## config.mk

```make
export PLATFORM = sky130hd
export DESIGN_NAME = data_mem_arbiter
export DESIGN_NICKNAME = d
export VERILOG_FILES = /design/src/rtl/data_mem_arbiter.sv
export SDC_FILE = /design/constraint.sdc
export NUM_CORES = 1
export LEC_CHECK = 0
export BUFFER_PORTS_ARGS = -buffer_cell sky130_fd_sc_hd__buf_2
export CORE_AREA = 2 2 103 105
export DETAILED_ROUTE_END_ITERATION = 10
export DIE_AREA = 0 0 105 107
export GPL_ROUTABILITY_DRIVEN = 0
export HOLD_SLACK_MARGIN = 0.08
export PLACE_DENSITY_LB_ADDON = 0.2
export SLEW_MARGIN = 20
export SYNTH_ARGS = -nofsm -noshare
export SYNTH_HDL_FRONTEND = slang
export SYNTH_SLANG_ARGS = --single-unit
```

## constraint.sdc

```tcl
create_clock -name clk -period 1.51 [get_ports clk]
set_input_delay 0.302 -clock clk [delete_from_list [all_inputs] [get_ports clk]]
set_output_delay 0.302 -clock clk [all_outputs]
set_load 0.005 [all_outputs]
```

## src/rtl/data_mem_arbiter.sv

```systemverilog
// Shares one synchronous-read data-memory port between the processor
// (read/write) and the VGA frame fetcher (read only). VGA wins ties until
// the CPU has waited through STARVE_LIMIT VGA grants. The CPU then gets the
// next slot. Read data returns one cycle after the grant and is routed only
// to the requester that issued the read.
//
// Handshake: a requester raises *_req with a stable address (and we/wdata
// for the CPU). It holds them until *_gnt is high. In that cycle the access
// is issued to memory. A granted read answers with a single-cycle *_rvalid
// pulse on the next cycle. *_rdata is meaningful only while *_rvalid is high.
module data_mem_arbiter #(
  parameter int bus          = 32,
  parameter int addrw        = 32,
  parameter int STARVE_LIMIT = 4
) (
  input  logic             clk,
  input  logic             reset,
  input  logic             cpu_req,
  input  logic             cpu_we,
  input  logic [addrw-1:0] cpu_addr,
  input  logic [bus-1:0]   cpu_wdata,
  output logic             cpu_gnt,
  output logic [bus-1:0]   cpu_rdata,
  output logic             cpu_rvalid,
  input  logic             vga_req,
  input  logic [addrw-1:0] vga_addr,
  output logic             vga_gnt,
  output logic [bus-1:0]   vga_rdata,
  output logic             vga_rvalid,
  output logic [addrw-1:0] mem_addr,
  output logic [bus-1:0]   mem_wdata,
  output logic             mem_re,
  output logic             mem_we,
  input  logic [bus-1:0]   mem_rdata
);

  // Wide enough to hold STARVE_LIMIT itself, because the counter saturates there.
  localparam int CW = (STARVE_LIMIT < 1) ? 1 : $clog2(STARVE_LIMIT + 1);
  localparam logic [CW-1:0] LIMIT = CW'(STARVE_LIMIT);

  // Owner of the read that is currently in flight.
  localparam logic [1:0] OWN_NONE = 2'd0;
  localparam logic [1:0] OWN_CPU  = 2'd1;
  localparam logic [1:0] OWN_VGA  = 2'd2;

  logic [CW-1:0] starve_cnt;
  logic [1:0]    rd_owner;
  logic          cpu_win;
  logic          vga_win;

  // Pick the winner for this cycle. Nothing is granted while reset is high.
  always_comb begin
    cpu_win = 1'b0;
    vga_win = 1'b0;
    if (!reset) begin
      if (cpu_req && vga_req) begin
        if (starve_cnt >= LIMIT) cpu_win = 1'b1;
        else                     vga_win = 1'b1;
      end else begin
        cpu_win = cpu_req;
        vga_win = vga_req;
      end
    end
  end

  assign cpu_gnt   = cpu_win;
  assign vga_gnt   = vga_win;
  assign mem_wdata = cpu_wdata;

  // Drive the single memory port from the winner. The bus idles at zero.
  always_comb begin
    mem_addr = '0;
    mem_re   = 1'b0;
    mem_we   = 1'b0;
    if (cpu_win) begin
      mem_addr = cpu_addr;
      mem_we   = cpu_we;
      mem_re   = !cpu_we;
    end else if (vga_win) begin
      mem_addr = vga_addr;
      mem_re   = 1'b1;
    end
  end

  // Count VGA grants taken while the CPU waits. Clear once the CPU is served or stops asking.
  always_ff @(posedge clk) begin
    if (reset) begin
      starve_cnt <= '0;
    end else if (cpu_win || !cpu_req) begin
      starve_cnt <= '0;
    end else if (vga_win && (starve_cnt < LIMIT)) begin
      starve_cnt <= starve_cnt + CW'(1);
    end
  end

  // Remember who issued this cycle's read so the next cycle's data goes back to them.
  always_ff @(posedge clk) begin
    if (reset) begin
      rd_owner <= OWN_NONE;
    end else if (cpu_win && !cpu_we) begin
      rd_owner <= OWN_CPU;
    end else if (vga_win) begin
      rd_owner <= OWN_VGA;
    end else begin
      rd_owner <= OWN_NONE;
    end
  end

  // Reset drops an in-flight read immediately, including during the reset cycle itself.
  assign cpu_rvalid = !reset && (rd_owner == OWN_CPU);
  assign vga_rvalid = !reset && (rd_owner == OWN_VGA);
  assign cpu_rdata  = cpu_rvalid ? mem_rdata : '0;
  assign vga_rdata  = vga_rvalid ? mem_rdata : '0;

endmodule
```

Word level (Yosys, flattened, before mapping) --
Index checks and enable logic that the tools add are counted. W data, S select, Z words.
Storage, ports and cells: input bits 133, register bits 5, logic and storage cells 34, output and inout bits 134
Cells by class: mux-type cells 15, eq/ne operators 2, order comparisons 2, add/sub/neg operators 1, reduce and logical (&&, ||, !) cells 11
Operators by type and width (count):
- $mux W32 | 4
- $mux W1 | 10
- $logic_and A1 B1 Y1 | 5
- $reduce_or A2 Y1 | 2
- $add A3 B1 Y3 const B | 1
- $ge A3 B3 Y1 const B | 1
- $logic_not A1 Y1 | 3
- $lt A3 B3 Y1 const B | 1
- $eq A2 B1 Y1 const B | 1
- $eq A2 B2 Y1 const B | 1
- $mux W2 | 1
- $logic_or A1 B1 Y1 | 1

Longest topological paths before layout --
Gate-level depths: netlist of the first run.
word-level depth 6, gate-level depth with buffers 5, mapped depth without buffers 2

Least setup slack after synthesis of the first run --
Ideal clock, no wire load.
path type input port to output port, from input port reset, to output port cpu_rdata[22], data arrival time 999 ps, stages on the path 4, path slack 209 ps, path buffers 2, data required time 1208 ps, path through buf_6 nor3b_4 buf_6 and2_1
On the way: cells in the longest elaborated chain, start to end 3
Ends and longest elaborated chain:
- start, declared | RTL line 17 | input logic reset,
- $logic_not A1 Y1 | RTL line 110 | assign cpu_rvalid = !reset && (rd_owner == OWN_CPU);
- $logic_and A1 B1 Y1 | RTL line 110
- named net cpu_rvalid | RTL line 24 | output logic cpu_rvalid,
- $mux W32 | RTL line 112 | assign cpu_rdata = cpu_rvalid ? mem_rdata : '0;
- end, declared | RTL line 23 | output logic [bus-1:0] cpu_rdata,
The timed path passes the listed nets, and every way through them passes these cells.

Final worst setup path of the first run --
from register starve_cnt[2], to output port mem_addr[6]
On the way: cells in the longest elaborated chain, start to end 6, elaborated cells on any way between the ends 9, classes of those cells order compare (1); mux (8)
Ends and longest elaborated chain:
- start, declared | RTL line 46 | logic [CW-1:0] starve_cnt;
- start signal, assigned | RTL line 92 | starve_cnt <= starve_cnt + CW'(1);
- $ge A3 B3 Y1 * | RTL line 57 | if (starve_cnt >= LIMIT) cpu_win = 1'b1;
- $mux W1 | RTL line 57
- $mux W1 | RTL line 56 | if (cpu_req && vga_req) begin
- $mux W1 | RTL line 55 | if (!reset) begin
- $mux W32 | RTL line 79 | end else if (vga_win) begin
- $mux W32 * | RTL line 75 | if (cpu_win) begin
- end, declared | RTL line 30 | output logic [addrw-1:0] mem_addr,
Every way passes the cells marked *; elsewhere a longest branch is shown, timed or not.

==> summary.md, run 1 <==
| Metric | Value |
|---|---|
| Vias per cell | 4.12 |
| CTS tree | done |
| Worst-path clk slew | 0.03 ns |
| Outcome | finished, violations left |
| Hold Violations, Final | 0 |
| Layout Cells excl Fill | approximately 540 |
| Cells after DPL | roughly 530 |
| Leading area contributor after synthesis | o32ai_2 |
| Sequential element share of the synthesized area | between 5 and 6% |
| Die H | about 110 µm |
| Ports | ~270 |
| Synthesized net count | between 300 and 400 |
| Yosys warns | 0 |
| RSZ-0062 raised after global routing | true |
| Port buffer count | about 200 |
| Metal3 WL | approximately 820 µm |
| Cts bufs inserted | 3 |
| Layout fillers | about 1100 |
| Top cells by area, synth | o32ai_2 (22%), nand2b_1 (21%), and2_1 (20%) |
| Worst-Skew Late Latency | roughly 0.22 ns |
| Kind of critical path | register to output port |
| Hold WS | roughly 0.27 ns |
| CTS H-tree depth | 1 |
| WL/cell | 14.2 µm |
| Initial core utilization | between 10% and 20% |
| Synthesized flop and latch total | 5 |
| FF+latch area | between 100 and 150 µm² |
| Slowest stage cell, crit path | dfxtp_4 |
| Die W | around 110 µm |
| CP Capture Type | output port |
| Most common cell after layout, fill and taps aside | buf_2 |
| Critical Path RT | ~1.2 ns |
| Clk_skew | 0.000278 ns |
| Grt ovf | 0 |
| Initial antenna violation count | 0 |
| # setup viols final | 95 |
| Dpl hpwl | just under 6000 µm |
| Synth Cell Area | just under 0.002 mm² |
| Period utilization | 106% |
| Slew @ Worst Pin | ~0.21 ns |
| Tot Pwr | a little over 1 mW |
| Max-cap viol count | 0 |
| WL final | between 7000 and 8000 µm |
| DR DRC count | 0 |
| DR pass1 iterations | 4 |
| Row count | 37 |
| Metal2 WL | ~3900 µm |
| Gr usage total | between 10% and 20% |
| Layout cell share with drive strength beyond 1 | between 60% and 70% |
| Netlist cell types | 19 |
| Max Fanout on Critical Path | 9 |
| Top sig layer | met4 |
| Clk buf depth | 2 |
| Synthesized instance count | 240 |
| WL met1 | 2980 µm |
| Fmax | ~0.63 GHz |
| Core area | approximately 0.010 mm² |
| Biggest cell delay along the critical path | 0.35 ns |
| Vias in the first global route | approximately 2200 |
| Routed via count | approximately 2200 |
| Final core occ | 32.9% |
| Crit path launch type | register |
| Crit path setup slack, layout | -0.0861 ns |
| VDD IR-drop max | about 0.21 mV |
| DRT iter0 DRCs | 59 |
| Area grow syn2layout | 69.0% |
| Routed Antenna Nets | 0 |
| PD cells | about 310 mW/mm² |
| Max-slew violation count | 0 |
| Diode count | 0 |
| Total die area | about 0.011 mm² |
| Multi-input logic area | roughly 0.0016 mm² |
| Layout Nets | about 540 |
| First-pass GRT wire length | between 10000 and 15000 µm |
| Root buf cell | clkbuf_8 |
| CP Cell Sequence | a21bo_4 -> clkbuf_16 -> o32ai_2 -> buf_2 |
| Post-layout min period | between 1.5 and 2 ns |
| Worst slew margin | around 86% |
| Violated checks | negative setup slack |
| Hold Crit Class | input pin to register |
| Leakage | between 1.5 and 2 nW |
| CTS sink cnt | 5 |
| Largest net degree at the start of global routing | 70 |
| Hold_buf cts | 0 |
| Syn_area_per_cell | 8.19 µm² |
| Most frequent cells in the layout | buf_2 (185), nand2b_1 (65), and2_1 (47) |
| Area share of the largest cell type after synthesis | 22.3% |
| WP data arrival | between 1 and 1.5 ns |
-- path summary, 6_finish.rpt --
kind | startpoint | end | slack, ns | depth (start not counted)
worst max-delay path | starve_cnt[2] | mem_addr[6] | -0.09 | 4
worst min-delay path | cpu_we | rd_owner[0] | 0.27 | 2
worst max register to register | starve_cnt[2] | rd_owner[1] | 0.44 | 4
worst min register to register | starve_cnt[0] | starve_cnt[0] | 0.43 | 1
-- power by group --
group	internal, mW	switching [mW]	total (mW)
combinational	0.370	0.288	0.658
clock	0.181	0.0614	0.242
sequential	0.135	0.00280	0.138
-- timing repair --
item	in CTS	in global routing
cloned	4	1
resized for setup	55	8
endpoints found under the setup margin	99	100
hold endpoints to repair	0	0
buffers inserted	5	0
pin swaps	9	2
-- per-layer routing --
metal	track usage [%]	vias up
li1	-	1108
met2	23.2	161
met5	0	-
met3	3.95	5
met4	2.67	0
met1	13.7	966
-- area by class of cell --
type,count,share of cell area (%)
multi-input combinational,177,46.9
timing repair buffer,221,43.3
clock buffer,4,1.36
sequential,5,3.20
inverter,1,0.113
tap,136,5.12
-- flip-flops by register name, summed over array words and instances, names as in the netlist --
signal	cells
rd_owner	2
starve_cnt	3
-- synthesized netlist by cell type --
cell type	instances
inv_2	1
buf_2	6
a21bo_1	1
nor3b_1	3
nor3b_4	2
o32ai_2	27
a21oi_1	1
nor3_1	2
clkbuf_1	4
buf_4	35
nor2b_1	1
ha_1	1
dfxtp_1	5
and2_1	64
buf_6	12
nand2b_1	66
o32ai_1	5
nand3b_1	1
nor2_1	3
-- critical path, delay by kind of cell (launching register included) --
kind | cells | cell delay, ns
compound gates | 2 | 0.38
flops | 1 | 0.35
buf+inv | 2 | 0.34
-- metrics by stage --
| stage | worst slack (ns) | instance area (µm²) | TNS (ns) |
|---|---|---|---|
| floorplan | 0.209 | 1970 | 0 |
| global placement | -0.117 | 2880 | -0.293 |
| detailed placement | -0.116 | 2880 | -0.261 |
| CTS | -0.151 | 3300 | -6.23 |
| global route | -0.133 | 3320 | -9.27 |
| finish | -0.0861 | 3320 | -3.24 |
-- kinds of logic (layout without fill, tap and decap cells) --
logic type | Yosys count | in the layout | synth area share, %
fa+ha+maj | 1 | 1 | 0.636
flops | 5 | 5 | 5.09
compound gates | 34 | 34 | 25.3
simple gates | 142 | 142 | 46.2
buf+inv | 58 | 226 | 22.7
Power figures use the tool's default switching activity.
==> inputs of run 2 (changes only) <==
--- a/config.mk
+++ b/config.mk
@@ -10,6 +10,7 @@
 export DETAILED_ROUTE_END_ITERATION = 10
 export DIE_AREA = 0 0 105 107
 export GPL_ROUTABILITY_DRIVEN = 0
+export GPL_TIMING_DRIVEN = 0
 export HOLD_SLACK_MARGIN = 0.08
 export PLACE_DENSITY_LB_ADDON = 0.2
 export SLEW_MARGIN = 20
==> run 2 against run 1 <==
  * The flow still finishes with violations (negative setup slack)
  * Critical path depth increased by 1
  * Register-to-register slack got worse by 0.10 ns
  * Clock power is essentially flat
  * Wire length is 23% higher
  * Die area stayed put
  * Largest cell class is now non-clock buffers
  * Largest power group unchanged
==> summary.md, run 2 (synthesis results as in run 1) <==
| Metric | Value |
|---|---|
| Outcome | finished, violations left |
| Violated checks | negative setup slack |
| # setup viols final | between 80 and 90 |
| Ports | about 270 |
| Slowest stage cell, crit path | dfxtp_4 |
| CTS H-tree depth | 1 |
| Hold Crit Class | input pin to register |
| Initial core utilization | 19.5% |
| CP Capture Type | output port |
| Diode count | 0 |
| Critical Path RT | approximately 1.2 ns |
| Most common cell after layout, fill and taps aside | buf_2 |
| WP data arrival | around 1.3 ns |
| First-pass GRT wire length | around 13000 µm |
| Net switching power | a little over 0.4 mW |
| Crit path launch type | register |
| CP Cell Sequence | a21bo_1 -> buf_12 -> buf_12 -> o32ai_2 -> buf_2 |
| Fmax | between 0.6 and 0.7 GHz |
| Layout Nets | 633 |
| Port buffer count | roughly 230 |
| Final core occ | 42.3% |
| Largest regs | starve_cnt x3, rd_owner x2 |
| Hold Violations, Final | 0 |
| Period utilization | 107% |
| Worst-Skew Late Latency | between 0.2 and 0.25 ns |
| Hold_buf cts | 0 |
| WL met1 | 3190 µm |
| Metal2 WL | ~5300 µm |
| Top sig layer | met4 |
| Grt ovf | 0 |
| Clock share of power | about 19% |
| Routed Antenna Nets | 0 |
| Max reg flops | 3 |
| Worst-path clk slew | around 0.030 ns |
| Total die area | 0.0112 mm² |
| Crit path setup slack, layout | -0.113 ns |
| Worst slew margin | between 70% and 80% |
| Clk buf depth | 2 |
| DR pass1 iterations | 4 |
| Cells after DPL | slightly above 600 |
| Leakage | about 2.2 nW |
| Root buf cell | clkbuf_8 |
| CTS tree | done |
| Reg with most FFs | starve_cnt |
| CTS sink cnt | 5 |
| PD cells | between 200 and 300 mW/mm² |
| CP most frequent cell | buf_12 |
| Dpl hpwl | roughly 7200 µm |
| Seq pwr share | ~11% |
| Metal3 WL | approximately 940 µm |
| Vias in the first global route | ~2500 |
| Layout fillers | ~1100 |
| Most frequent cells in the layout | buf_2 (188), buf_6 (73), nand2b_1 (65) |
| Int Power | around 0.84 mW |
| Gr usage total | between 10% and 20% |
| Kind of critical path | register to output port |
| Tot Pwr | ~1.2 mW |
| Layout Cells excl Fill | around 630 |
| DRT iter0 DRCs | just over 70 |
| WL final | around 9500 µm |
| Die H | ~110 µm |
| Combinational power share | between 60% and 70% |
| Largest net degree at the start of global routing | 11 |
| Biggest cell delay along the critical path | ~0.35 ns |
| Row count | 37 |
| RSZ-0062 raised after global routing | true |
| Layout cell share with drive strength beyond 1 | between 80% and 90% |
| Clk_skew | roughly 0.00017 ns |
| Vias per cell | 4.19 |
| Cts bufs inserted | 3 |
| VDD IR-drop max | roughly 0.12 mV |
| Die W | 105 µm |
| Max-cap viol count | 0 |
| Area grow syn2layout | 117% |
| Hold WS | 0.262 ns |
| Core area | between 0.01 and 0.015 mm² |
| Max Fanout on Critical Path | 10 |
| Max-slew violation count | 0 |
| Switching Share | approximately 33% |
| DR DRC count | 0 |
| Post-layout min period | roughly 1.6 ns |
| Initial antenna violation count | 0 |
| WL/cell | roughly 15 µm |
| Setup slack at placement | -0.173 ns |
| Routed via count | 2657 |
| Slew @ Worst Pin | 0.342 ns |
run 2: changes by cell type in the layout (fill, tap and decap cells not counted), sizes merged:
cell / previous run / this run
buf: 220 / 307
clkbuf: 5 / 8
run 2: layer usage:
layer	track usage, %	vias up
li1	-	1292
met1	14.5	1207
met2	27.6	154
met3	4.32	4
met4	2.00	0
met5	0	-
run 2: worst max-delay path: cells and delay by family, from the launching register on:
kind	cells	cell delay, ns
buf+inv	3	0.46
compound gates	2	0.28
flops	1	0.35
run 2: worst paths after layout:
check | slack, ns | end | cells past startpoint | start
worst max-delay path | -0.11 | mem_addr[30] | 5 | starve_cnt[2]
worst min-delay path | 0.26 | rd_owner[0] | 2 | cpu_we
worst max register to register | 0.34 | rd_owner[1] | 5 | starve_cnt[2]
worst min register to register | 0.44 | starve_cnt[0] | 1 | starve_cnt[0]
run 2: final cells by class:
| cell class | instances | area, µm² | area share [%] |
|---|---|---|---|
| Inverter | 1 | 3.75 | 0.0879 |
| Multi-Input combinational cell | 177 | 1650 | 38.5 |
| Buffer | 56 | 512 | 12.0 |
| Tap cell | 136 | 170 | 3.98 |
| Sequential cell | 5 | 106 | 2.49 |
| Clock buffer | 4 | 45.0 | 1.05 |
| Timing Repair Buffer | 255 | 1790 | 41.9 |
run 2: timing repair:
action,4_1_cts,5_1_grt
cloned,7,3
hold endpoints to repair,0,0
pin swaps,60,28
setup buffers,10,2
resized for setup,68,100
endpoints found under the setup margin,101,100
run 2: power groups by stage:
stage / clock, mW / sequential [mW] / combinational (mW)
after detailed placement: 0 / 0.141 / 0.678
after global routing: 0.261 / 0.138 / 0.938
after global placement: 0 / 0.141 / 0.672
after CTS: 0.249 / 0.138 / 0.791
final: 0.241 / 0.138 / 0.869
after floorplan: 0 / 0.141 / 0.362
run 2: metrics by stage:
step                setup TNS, ns  cell area, µm²
global placement            -6.38            3300
global route               -11.94            4270
floorplan                       0            1970
finish                      -6.98            4270
CTS                         -6.35            3790
detailed placement          -7.34            3300
==> inputs of run 3 (changes only) <==
--- a/config.mk
+++ b/config.mk
@@ -5,6 +5,7 @@
 export SDC_FILE = /design/constraint.sdc
 export NUM_CORES = 1
 export LEC_CHECK = 0
+export ABC_AREA = 1
 export BUFFER_PORTS_ARGS = -buffer_cell sky130_fd_sc_hd__buf_2
 export CORE_AREA = 2 2 103 105
 export DETAILED_ROUTE_END_ITERATION = 10
==> run 3 against run 2 <==
  * Critical endpoint is now cpu_rdata[12]
  * Die area unchanged
  * The flow now finishes without violations
  * Clock skew up 0.0014 ns
  * Maximum frequency is 8.0% higher
  * Largest cell class unchanged
  * Hold slack improved by 0.12 ns
  * Global-route usage is 2.8 points lower
  * First-iteration DRC count is 65% higher
==> summary.md, run 3 <==
| Metric | Value |
|---|---|
| Xor and xnor fraction of the mapped netlist area | 0% |
| Hold Violations, Final | 0 |
| Finished Cell Area | ~0.0033 mm² |
| Top-count cell post-synth | nor2_1 |
| CTS tree | done |
| Die W | 105 µm |
| Largest net degree at the start of global routing | 11 |
| Reg2Reg Setup Slack | between 0.6 and 0.7 ns |
| Layout fillers | ~1100 |
| Routed via count | approximately 2700 |
| Post-synth top cells | nor2_1 (70), inv_1 (45), buf_4 (41) |
| Most common cell after layout, fill and taps aside | buf_2 |
| CTS H-tree depth | 1 |
| Worst-Skew Late Latency | 0.22 ns |
| Period utilization | between 90% and 100% |
| CTS sink cnt | 5 |
| Ports | 267 |
| Die H | 107 µm |
| Port buffer count | 233 |
| Worst slew margin | between 80 and 90% |
| VDD IR-drop max | approximately 0.22 mV |
| Slowest stage cell, crit path | dfxtp_2 |
| Post-synth EDFFs | 0 |
| Syn_area_per_cell | ~5.4 µm² |
| Initial antenna violation count | 1 |
| Vias per cell | between 3 and 4 |
| Max reg flops | 3 |
| Crit path launch | rd_owner[0] |
| Outcome | completed |
| Tot Pwr | between 1 and 1.5 mW |
| Sequential element share of the synthesized area | 6.56% |
| Largest family of logic cells by synthesized area | simple AND/OR/NAND/NOR gates |
| Hold_buf cts | 0 |
| Synthesized instance count | approximately 280 |
| WL final | around 7600 µm |
| Leading area contributor after synthesis | buf_4 |
| Post-synthesis mux area share | 0% |
| RSZ-0062 raised after global routing | true |
| Synth Flop Type | dfxtp_1 |
| Leakage | around 2.2 nW |
| Grt ovf | 0 |
| Synth Cell Area | roughly 0.0015 mm² |
| Clk_skew | between 0.0015 and 0.002 ns |
| Slew @ Worst Pin | 0.192 ns |
| Largest regs | starve_cnt x3, rd_owner x2 |
| Adder-cell area share of the yosys netlist | less than 1% |
| Total die area | between 0.01 and 0.015 mm² |
| Area share of the largest cell type after synthesis | 20.2% |
| WP data arrival | ~1.2 ns |
| DR DRC count | 0 |
| Layout cell share with drive strength beyond 1 | 64.5% |
| Top cells by area, synth | buf_4 (20%), nor2_1 (17%), nand4_1 (13%) |
| CP Cell Sequence | inv_4 -> nor2_4 -> nand2_4 -> buf_6 -> nor2_2 -> buf_2 |
| Most frequent cells in the layout | buf_2 (237), nor2_1 (51), inv_1 (43) |
| Netlist cell types | 17 |
| Kind of critical path | register to output port |
| Biggest cell delay along the critical path | around 0.33 ns |
| Simple-gate portion of the synthesized area | a little over half |
| Post-layout min period | approximately 1.5 ns |
| FF+latch area | roughly 110 µm² |
| Hold WS | between 0.3 and 0.4 ns |
| Async S/R FF share, synth | 0% |
| Fmax | approximately 0.67 GHz |
| Layout Nets | between 600 and 700 |
| Compound-Gate Fraction of Synth Area | 0% |
| Cells after DPL | 651 |
| Yosys warns | 0 |
| Core area | between 0.01 and 0.015 mm² |
| Worst-path clk slew | roughly 0.03 ns |
| Synthesized net count | between 400 and 500 |
| Row count | 37 |
| Dpl hpwl | 6100 µm |
| Reg with most FFs | starve_cnt |
| Crit Reg-Reg Startpoint | starve_cnt[2] |
| Multi-input logic area | ~990 µm² |
| Min-delay src | cpu_we |
| # setup viols final | 0 |
| Critical Path RT | between 1 and 1.5 ns |
| DR pass1 iterations | 4 |
| Root buf cell | clkbuf_8 |
| Max-cap viol count | 0 |
| PD cells | roughly 300 mW/mm² |
| Synthesized flop and latch total | 5 |
| Gr usage total | around 11% |
| DRT iter0 DRCs | between 100 and 150 |
| Clk buf depth | 2 |
| Max-slew violation count | 0 |
| Layout Cells excl Fill | 670 |
| CP Capture Type | output port |
| Hold Crit Class | input pin to register |
| Crit path launch type | register |
| Cts bufs inserted | 3 |
| Vias in the first global route | roughly 2300 |
| Area grow syn2layout | 116% |
| WL/cell | between 10 and 15 µm |
| Initial core utilization | between 10% and 20% |
| Max Fanout on Critical Path | 7 |
| Routed Antenna Nets | 0 |
| First-pass GRT wire length | roughly 10000 µm |
| Dpl cell area | 0.00286 mm² |
[run 3: cell count changes after synthesis, sizes merged, moves of 2 or more]
cell    change
and2       -64
o32ai      -32
nand3      +35
nor2       +68
nor3        -2
nand2b     -66
nand4      +32
nor3b       -5
nand2      +38
clkbuf      -3
inv        +45
[run 3: critical path: cells and delay by family (launching register included)]
| family | cells | cell delay [ns] |
|---|---|---|
| flops | 1 | 0.33 |
| simple gates | 3 | 0.30 |
| buf+inv | 3 | 0.36 |
[run 3: kinds of logic after synthesis]
family                     count (synthesis)
adders and majority gates                  1
and+or+nand+nor                          176
DFF                                        5
buffers and inverters                    100
[run 3: repair_timing]
item | CTS | global route
setup endpoints to repair | 59 | 71
setup buffers | 1 | 5
resized for setup | 20 | 53
cloned | 2 | 6
pin swaps | 2 | 5
[run 3: layer usage]
metal | GRT usage (%) | vias up | part of all wire [%]
li1 | - | 1356 | -
met1 | 11.0 | 1153 | 35
met2 | 22.9 | 148 | 55
met3 | 2.61 | 4 | 8.7
met4 | 2.76 | 0 | 1.0
met5 | 0 | - | 0
[run 3: metrics by stage]
stage	setup TNS (ns)	setup slack [ns]	util [%]
floorplan	0	0.343	-
global placement	0	0.0586	28.4
detailed placement	0	0.0598	28.4
CTS	0	0.00902	29.7
global route	-0.539	-0.0514	32.7
finish	0	0.00694	32.7
[run 3: final cells by class]
cell class | count | share of cell area (%)
timing repair buffer | 246 | 40.5
multi-input combinational | 178 | 30.0
buffer | 54 | 14.2
inverter | 46 | 5.53
tap | 136 | 5.15
sequential | 5 | 3.22
clock buffer | 4 | 1.36
antenna | 1 | 0.0757
[run 3: final timing paths]
kind | endpoint | cells past startpoint
setup / recovery | cpu_rdata[12] | 6
hold / removal | rd_owner[0] | 4
setup reg to reg | rd_owner[0] | 5
hold reg to reg | starve_cnt[0] | 1
[run 3: where the power goes]
part | internal, mW | switching (mW)
clock | 0.181 | 0.0577
sequential | 0.135 | 0.00335
combinational | 0.344 | 0.282
total | 0.659 | 0.343
